--- config.mk ---
export PLATFORM = sky130hd
export DESIGN_NAME = rst_seq_ctrl
export DESIGN_NICKNAME = d
export VERILOG_FILES = /design/src/rtl/rst_seq_ctrl.sv
export SDC_FILE = /design/constraint.sdc
export NUM_CORES = 1
export LEC_CHECK = 0
export CAP_MARGIN = 20
export CORE_MARGIN = 2
export CORE_UTILIZATION = 40
export CTS_CLUSTER_SIZE = 25
export DETAILED_ROUTE_END_ITERATION = 6
export DONT_BUFFER_PORTS = 1
export PLACE_DENSITY = 0.53
export SLEW_MARGIN = 10
export SYNTH_ARGS = -nofsm -noshare
export SYNTH_HDL_FRONTEND = slang
export SYNTH_SLANG_ARGS = --single-unit
--- constraint.sdc ---
create_clock -name clk -period 2.8 [get_ports clk]
set_input_delay 0 -clock clk [delete_from_list [all_inputs] [get_ports clk]]
set_output_delay 0 -clock clk [all_outputs]
set_load 0.01 [all_outputs]
--- src/rtl/rst_seq_ctrl.sv ---
// Reset sequencer: holds all downstream domains in reset, then releases them
// one at a time in index order, each release gated by the previous domain's ack.
module rst_seq_ctrl #(
    parameter int NDOMAINS   = 4,
    parameter int HOLDCYCLES = 4,
    parameter int STAGEDELAY = 8,
    parameter int ACKTIMEOUT = 64,
    localparam int IDXW      = (NDOMAINS > 1) ? $clog2(NDOMAINS) : 1
) (
    input  logic                clk,
    input  logic                reset,
    input  logic                hold,
    input  logic                sw_rst_req,
    input  logic [NDOMAINS-1:0] dom_ready,
    output logic [NDOMAINS-1:0] dom_reset,
    output logic                busy,
    output logic                done,
    output logic                fault,
    output logic [IDXW-1:0]     fault_dom
);

    localparam int MAXC_HD = (HOLDCYCLES > STAGEDELAY) ? HOLDCYCLES : STAGEDELAY;
    localparam int MAXC    = (MAXC_HD > ACKTIMEOUT) ? MAXC_HD : ACKTIMEOUT;
    localparam int CW      = (MAXC > 1) ? $clog2(MAXC) : 1;

    localparam logic [CW-1:0]   HOLD_LAST  = CW'(HOLDCYCLES - 1);
    localparam logic [CW-1:0]   DELAY_LAST = CW'(STAGEDELAY - 1);
    localparam logic [CW-1:0]   ACK_LAST   = CW'(ACKTIMEOUT - 1);
    localparam logic [IDXW-1:0] IDX_LAST   = IDXW'(NDOMAINS - 1);

    typedef enum logic [2:0] {
        ST_ASSERT,
        ST_DELAY,
        ST_WAIT_ACK,
        ST_DONE,
        ST_FAULT
    } state_t;

    state_t              state_reg, state_next;
    logic [CW-1:0]       cnt_reg, cnt_next;
    logic [IDXW-1:0]     idx_reg, idx_next;
    logic [NDOMAINS-1:0] dom_reset_reg, dom_reset_next;
    logic                busy_reg, busy_next;
    logic                done_reg, done_next;
    logic                fault_reg, fault_next;
    logic [IDXW-1:0]     fault_dom_reg, fault_dom_next;
    logic                ready_cur;
    logic                restart;

    // Only the domain currently being waited on can acknowledge.
    assign ready_cur = dom_ready[idx_reg];
    assign restart   = hold | sw_rst_req;

    always_ff @(posedge clk) begin
        if (!reset) begin
            state_reg     <= ST_ASSERT;
            cnt_reg       <= '0;
            idx_reg       <= '0;
            dom_reset_reg <= '1;
            busy_reg      <= 1'b1;
            done_reg      <= 1'b0;
            fault_reg     <= 1'b0;
            fault_dom_reg <= '0;
        end else begin
            state_reg     <= state_next;
            cnt_reg       <= cnt_next;
            idx_reg       <= idx_next;
            dom_reset_reg <= dom_reset_next;
            busy_reg      <= busy_next;
            done_reg      <= done_next;
            fault_reg     <= fault_next;
            fault_dom_reg <= fault_dom_next;
        end
    end

    always_comb begin
        state_next = state_reg;
        cnt_next   = cnt_reg;
        idx_next   = idx_reg;
        if (hold) begin
            state_next = ST_ASSERT;
            cnt_next   = '0;
        end else if (sw_rst_req) begin
            state_next = ST_ASSERT;
            cnt_next   = '0;
            idx_next   = '0;
        end else begin
            case (state_reg)
                ST_ASSERT: begin
                    if (cnt_reg == HOLD_LAST) begin
                        state_next = ST_DELAY;
                        cnt_next   = '0;
                        idx_next   = '0;
                    end else begin
                        cnt_next = cnt_reg + 1'b1;
                    end
                end
                ST_DELAY: begin
                    if (cnt_reg == DELAY_LAST) begin
                        state_next = ST_WAIT_ACK;
                        cnt_next   = '0;
                    end else begin
                        cnt_next = cnt_reg + 1'b1;
                    end
                end
                ST_WAIT_ACK: begin
                    // An ack on the timeout edge still counts as an ack.
                    if (ready_cur) begin
                        if (idx_reg == IDX_LAST) begin
                            state_next = ST_DONE;
                        end else begin
                            state_next = ST_DELAY;
                            idx_next   = idx_reg + 1'b1;
                            cnt_next   = '0;
                        end
                    end else if (cnt_reg == ACK_LAST) begin
                        state_next = ST_FAULT;
                    end else begin
                        cnt_next = cnt_reg + 1'b1;
                    end
                end
                default: ;
            endcase
        end
    end

    always_comb begin
        dom_reset_next = dom_reset_reg;
        busy_next      = busy_reg;
        done_next      = done_reg;
        fault_next     = fault_reg;
        fault_dom_next = fault_dom_reg;
        if (restart) begin
            dom_reset_next = '1;
            busy_next      = 1'b1;
            done_next      = 1'b0;
            fault_next     = 1'b0;
        end else begin
            case (state_reg)
                ST_ASSERT: dom_reset_next = '1;
                ST_DELAY: begin
                    if (cnt_reg == DELAY_LAST) dom_reset_next[idx_reg] = 1'b0;
                end
                ST_WAIT_ACK: begin
                    if (ready_cur) begin
                        if (idx_reg == IDX_LAST) begin
                            done_next = 1'b1;
                            busy_next = 1'b0;
                        end
                    end else if (cnt_reg == ACK_LAST) begin
                        fault_next     = 1'b1;
                        fault_dom_next = idx_reg;
                        busy_next      = 1'b0;
                        dom_reset_next = '1;
                    end
                end
                default: ;
            endcase
        end
    end

    assign dom_reset = dom_reset_reg;
    assign busy      = busy_reg;
    assign done      = done_reg;
    assign fault     = fault_reg;
    assign fault_dom = fault_dom_reg;

endmodule

==> results.md, run 1 <==
* Startpoint types: register
* Clock Skews at approximately 0.0063 ns
* Highest routed layer: met4
* Critical Path AT at 2.62 ns
* Number of global-route vias before repair at 1015
* Setup TNS at 0 ns
* Syn_nets at 147
* Pint at between 0.0004 and 0.0005 W
* DRT Pass-1 Iters at 4
* WHS Path Cells at 2
* Ranking of synthesized cells by area: dfxtp_1 (35%), ha_1 (5.5%), nand2_1 (5.3%)
* Clock sinks at 20
* DR vias at roughly 990
* Synth Flop Type: dfxtp_1
* Post-CTS Setup Bufs at 0
* Worst R2R Setup Slack at slightly below 0.4 ns
* Number of synthesized flops with an enable pin at 0
* Cell taking the most area after synthesis: dfxtp_1
* Net Sw Power at about 0.00010 W
* GRT Total Usage at 17.55%
* ANT nets after route at 0
* Post-synth top cells: dfxtp_1 (20), nand2_1 (16), nor2_1 (15)
* Routed wire per std cell at 15.37 um
* CTS clk-pin slew, worst paths at 0.12 ns
* RSZ-0062 raised after global routing: no
* Class of the worst hold path: input port to register
* Rel. slew slack at 63.17%
* Later-pin clock latency in the skew report at slightly above 0.3 ns
* # DRC at 0
* Synthesis Warnings at 0
* Critical Path RT at 3.02 ns
* Iter 0 DRT Violations at 22
* Kind of end point of the critical path: register
* Final min period at between 2 and 2.5 ns
* Sequential area share after synthesis at 35.32%
* Dpl cell area at 0.001160 sq mm
* CTS Buffer Depth at 2
* FF+latch count, synth at 20
* Least-Margin Pin Slew at 0.5508 ns
* Filler cell count at 276
* Post-Synthesis Cells at 134
* Top cell type's share of synthesized area at 35.32%
* GPL Wtd Cong at 0.7989
* CTS Buf Count at 3
* Hold Crit Endpoint: busy$_SDFFE_PP1P_
* Core ar. at 0.002734 sq mm
* Clk root buf: clkbuf_4
* Leak at 0.4331 nW
* Most frequent cell after synthesis: dfxtp_1
* Synth async-reset ratio at 0%
* Clock share of power at 44.1%
* Run status: finished clean
* Max FFs per register at 6
* Std cell rows at 19
* Netlist cell types at 42
* Io pins at 17
* CTS H-tree depth at 1
* PD cells at ~440 mW/mm^2
* Combinational power share at 3.2%
* Final Max Tran Viols at 0
* Antenna violations before repair at 0
* Effective utilization at floorplan at 41.46%
* Remaining Overflow, GRT at 0
* Via-per-instance ratio at 5.870
* Net count of the finished layout at 152
* Die area at 0.003276 sq mm
* Met1 wire length at around 1.2 mm
* Post-Route WL at 2.598 mm
* MaxCap Viol Count at 0
* Die Ht at 57.24 um
* Hold wc startpoint: reset
* Switching Share at 19.24%
* Detailed Place HPWL at 1.952 mm
* Die X at 57.24 um
* First-pass GRT wire length at 4.567 mm
* PortBufs at 0
* Critical R2R Capture: dom_reset[1]$_SDFFE_PP1P_
* Seq pwr share at 52.7%
* Fin. Hold Viols at 0
* Worst Reg-to-Reg Cells at 5
* Area growth syn-to-layout at 9.603%
* Share of layout cells above drive strength 1 at 9.420%
* Post-Syn Area at 0.001134 sq mm
* Final Cell Area at 0.001242 sq mm
* Setup WS pre-CTS at 0.3854 ns
* CTS tree: yes
* Max Fclk at 415.8 MHz
* Largest net degree at the start of global routing at 14
* Crit path max fanout at 9
* Worst r2r src: idx_reg[0]$_SDFFE_PN0P_
* Kind of critical path: register to register
* Period utilization at 85.90%
* Met2 Routed Length at approximately 1.3 mm
* Setup violations, final at 0
* Final worst slack at 0.3947 ns
* Diode count at 0
* CP Launch Point: idx_reg[0]$_SDFFE_PN0P_
* Maximum VDD drop at between 0.4 and 0.5 mV
* Syn Area/Cell at 8.460 sq um
* WL met3 at 115 um
worst max-delay path by stage:
stage	slack, ns	cells after the start	endpoint
finish	0.39	5	dom_reset[1]$_SDFFE_PP1P_
global route	0.29	5	dom_reset[1]$_SDFFE_PP1P_
CTS	0.38	5	dom_reset[1]$_SDFFE_PP1P_
detailed placement	0.39	5	dom_reset[1]$_SDFFE_PP1P_
global placement	0.50	5	dom_reset[0]$_SDFFE_PP1P_
floorplan	0.64	6	dom_reset[0]$_SDFFE_PP1P_
layer usage:
layer	track usage, %	vias up
li1	-	496
met1	22.36	470
met2	29.23	24
met3	4.535	2
met4	5.316	0
met5	0	-
cells in the final DEF (no fill, tap or decap), drive strengths merged, types with 3 or more instances in the layout:
| cell type | netlist | routed |
|---|---|---|
| o21ai | 7 | 7 |
| ha | 5 | 5 |
| a21o | 5 | 5 |
| nor3 | 4 | 4 |
| nand4 | 3 | 3 |
| dlygate4sd3 | 0 | 3 |
| nand3 | 7 | 7 |
| nor2 | 15 | 15 |
| inv | 5 | 5 |
| nand2 | 16 | 16 |
| a21oi | 5 | 5 |
| dfxtp | 20 | 20 |
| a32o | 4 | 4 |
| clkbuf | 1 | 3 |
through the flow:
step	total power, W	hold WS, ns	instances	utilization, %
after global routing	0.0005588	0.04740	169	45.45
after detailed placement	0.0003058	0.1586	162	42.43
final	0.0005427	0.02789	169	45.45
after floorplan	0.0003030	0.1355	134	-
after global placement	0.0003054	0.1532	162	42.43
after CTS	0.0005486	0.03171	169	45.45
power by group through the flow:
stage	sequential, W	combinational, W	clock [W]
global placement	0.000292	0.0000132	0
floorplan	0.000292	0.0000109	0
CTS	0.000286	0.0000175	0.000245
finish	0.000286	0.0000172	0.000240
detailed placement	0.000292	0.0000136	0
global route	0.000286	0.0000192	0.000253
logic make-up after synthesis:
| family | share of synthesized area (%) |
|---|---|
| buffers and inverters | 4.083 |
| muxes | 3.753 |
| and+or+nand+nor | 27.26 |
| adders and majority gates | 5.519 |
| DFF | 35.32 |
| xor gates and xnor gates | 0.7728 |
| AOI/OAI and AO/OA | 23.29 |
area by class of cell:
| type | count | area [sq um] | share of cell area (%) |
|---|---|---|---|
| inverters | 5 | 18.77 | 1.511 |
| well taps | 31 | 38.79 | 3.122 |
| flip-flops and latches | 20 | 400.4 | 32.23 |
| clock inverters | 1 | 30.03 | 2.417 |
| multi-input cells | 104 | 686.9 | 55.29 |
| clock buffers | 3 | 22.52 | 1.813 |
| repair buffers | 5 | 45.04 | 3.625 |
critical path: stages (launching register included):
cell and delay, ns:
dfxtp_1 0.56, mux4_2 0.62, or3_4 0.44, a221oi_4 0.38, nand2_1 0.12, a21o_1 0.20
repair_timing:
action                    CTS  global route
gates resized for setup     0             0
hold endpoints to repair    4             0
hold buffers                3             0
Power figures use the tool's default switching activity.
==> run 2, diff against run 1 <==
--- a/config.mk
+++ b/config.mk
@@ -7,11 +7,11 @@
 export LEC_CHECK = 0
 export CAP_MARGIN = 20
 export CORE_MARGIN = 2
-export CORE_UTILIZATION = 40
+export CORE_UTILIZATION = 50
 export CTS_CLUSTER_SIZE = 25
 export DETAILED_ROUTE_END_ITERATION = 6
 export DONT_BUFFER_PORTS = 1
-export PLACE_DENSITY = 0.53
+export PLACE_DENSITY = 0.64
 export SLEW_MARGIN = 10
 export SYNTH_ARGS = -nofsm -noshare
 export SYNTH_HDL_FRONTEND = slang
==> results.md, run 2 (same netlist as run 1, synthesis figures left out) <==
* Run status: finished clean (unchanged)
* DRT Pass-1 Iters at 4 (unchanged)
* Critical Path AT at 2.81 ns (was 2.62 ns)
* Final Cell Area at 0.001234 sq mm (was 0.001242 sq mm)
* PortBufs at 0 (unchanged)
* Class of the worst hold path: input port to register (unchanged)
* CTS Buffer Depth at 2 (unchanged)
* Antenna violations before repair at 0 (unchanged)
* Leak at 0.4322 nW (was 0.4331 nW)
* Max Fclk at 390.6 MHz (was 415.8 MHz)
* Kind of end point of the critical path: register (unchanged)
* Setup TNS at 0 ns (unchanged)
* Detailed Place HPWL at 1.759 mm (was 1.952 mm)
* Commonest cells after routing, fill and taps aside: dfxtp_1 (19), nand2_1 (16), nor2_1 (15) (was dfxtp_1 (20), nand2_1 (16), nor2_1 (15))
* Via-per-instance ratio at 6.048 (was 5.870)
* GPL Wtd Cong at 0.8666 (was 0.7989)
* Cell total after placement at 159 (was 162)
* Fin. Hold Viols at 0 (unchanged)
* Kind of critical path: register to register (unchanged)
* Maximum VDD drop at 0.2957 mV (was 0.4191 mV)
* ANT nets after route at 0 (unchanged)
* CTS Buf Count at 3 (unchanged)
* Setup WS pre-CTS at 0.4354 ns (was 0.3854 ns)
* RSZ-0062 raised after global routing: no (unchanged)
* DR vias at 1010 (was 992)
* Clk root buf: clkbuf_4 (unchanged)
* CTS tree: yes (unchanged)
* Startpoint types: register (unchanged)
* Number of global-route vias before repair at 942 (was 1015)
* Worst r2r src: idx_reg[0]$_SDFFE_PN0P_ (unchanged)
* Final min period at 2.560 ns (was 2.405 ns)
* Routed wire per std cell at 14.66 um (was 15.37 um)
* PD cells at 385.0 mW/mm^2 (was 436.8 mW/mm^2)
* Worst R2R Setup Slack at 0.24 ns (was 0.39 ns)
* Final Max Tran Viols at 0 (unchanged)
* Largest net degree at the start of global routing at 14 (unchanged)
* Core ar. at 0.002170 sq mm (was 0.002734 sq mm)
* Least-Margin Pin Slew at 0.4933 ns (was 0.5508 ns)
* Share of layout cells above drive strength 1 at 10.07% (was 9.420%)
* GRT Total Usage at 19.89% (was 17.55%)
* Total power at 0.0004750 W (was 0.0005427 W)
* Rel. slew slack at 67.01% (was 63.17%)
* Diode count at 0 (unchanged)
* Clock sinks at 20 (unchanged)
* Critical Path RT at 3.05 ns (was 3.02 ns)
* CTS clk-pin slew, worst paths at 0.12 ns (about the same)
* MaxCap Viol Count at 0 (unchanged)
* Iter 0 DRT Violations at 25 (was 22)
* Setup violations, final at 0 (unchanged)
* Critical R2R Capture: fault_dom[1]$_SDFFE_PN0P_ (was dom_reset[1]$_SDFFE_PP1P_)
* Period utilization at 91.44% (was 85.90%)
* Area growth syn-to-layout at 8.830% (was 9.603%)
* Crit path max fanout at 9 (unchanged)
* Hold Crit Endpoint: busy$_SDFFE_PP1P_ (unchanged)
* Clock Skews at 0.007425 ns (was 0.006260 ns)
* CTS H-tree depth at 1 (unchanged)
* Worst Reg-to-Reg Cells at 6 (was 5)
* Hold wc startpoint: reset (unchanged)
* Commonest non-fill, non-tap cell in the layout: dfxtp_1 (unchanged)
* Post-Route WL at 2.449 mm (was 2.598 mm)
* Die Ht at 51.62 um (was 57.24 um)
* Max FFs per register at 6 (unchanged)
* Final worst slack at 0.2398 ns (was 0.3947 ns)
* Std cell rows at 17 (was 19)
* Remaining Overflow, GRT at 0 (unchanged)
* Io pins at 17 (unchanged)
* Die area at 0.002664 sq mm (was 0.003276 sq mm)
* WHS Path Cells at 2 (unchanged)
* Effective utilization at floorplan at 52.25% (was 41.46%)
* Net count of the finished layout at 153 (was 152)
* Dpl cell area at 0.001156 sq mm (was 0.001160 sq mm)
* Die X at 51.62 um (was 57.24 um)
* Later-pin clock latency in the skew report at 0.30 ns (was 0.31 ns)
* # DRC at 0 (unchanged)
* Finished Layout Cells at 167 (was 169)
* First-pass GRT wire length at 3.988 mm (was 4.567 mm)
-- run 2: cell count changes in the layout (fill, tap and decap cells not counted), sizes merged --
cell	before	now
bufinv	1	0
clkbuf	3	4
dlygate4sd3	3	4
-- run 2: how the worst max path moves through the flow --
stage / cells after the start / start / end
after global routing: 6 / idx_reg[0]$_SDFFE_PN0P_ / fault_dom[1]$_SDFFE_PN0P_
after global placement: 5 / idx_reg[0]$_SDFFE_PN0P_ / dom_reset[2]$_SDFFE_PP1P_
after floorplan: 6 / idx_reg[0]$_SDFFE_PN0P_ / dom_reset[0]$_SDFFE_PP1P_
after detailed placement: 5 / idx_reg[0]$_SDFFE_PN0P_ / dom_reset[0]$_SDFFE_PP1P_
after CTS: 6 / idx_reg[0]$_SDFFE_PN0P_ / fault_dom[1]$_SDFFE_PN0P_
final: 6 / idx_reg[0]$_SDFFE_PN0P_ / fault_dom[1]$_SDFFE_PN0P_
-- run 2: where the power goes --
group | leakage [nW] | total [W] | internal (W) | switching, W
Sequential | 0.162 | 0.000286 | 0.000285 | 0.000000654
Combinational | 0.249 | 0.0000176 | 0.00000832 | 0.00000927
Clock | 0.0210 | 0.000172 | 0.0000793 | 0.0000923
-- run 2: worst max-delay path, cell delays in order, from the launching register on --
cell and delay [ns]:
dfxtp_2 0.45, mux4_2 0.59, or3_4 0.44, nor2_1 0.23
nand3_1 0.10, a21boi_0 0.14, dlygate4sd3_1 0.55
-- run 2: layout make-up --
cell class                 count  area, sq um
timing repair buffer           6        55.05
multi-input combinational    104        686.9
tap                           28        35.03
sequential                    20        401.6
inverter                       5        18.77
clock buffer                   4        36.28
fill                         202        935.9
-- run 2: per-layer routing --
metal  track usage [%]  wire length, um  vias up
met5                 0                0        -
met4             8.772                0        0
met3             2.586              148        0
met2             32.91             1188       39
met1             25.81             1113      469
li1                  -                -      502
-- run 2: what timing repair did --
item | in CTS | in global routing
resized for setup | 0 | 1
endpoints found under the setup margin | 0 | 1
endpoints found under the hold margin | 4 | 0
setup buffers | 0 | 0
hold buffers | 4 | 0
-- run 2: through the flow --
step           util, %  hold slack, ns
2_1_floorplan        -          0.1355
3_3_place_gp     53.29          0.1469
3_5_place_dp     53.29          0.1494
4_1_cts          56.81         0.02233
5_1_grt          56.86         0.05723
6_report         56.86         0.02682
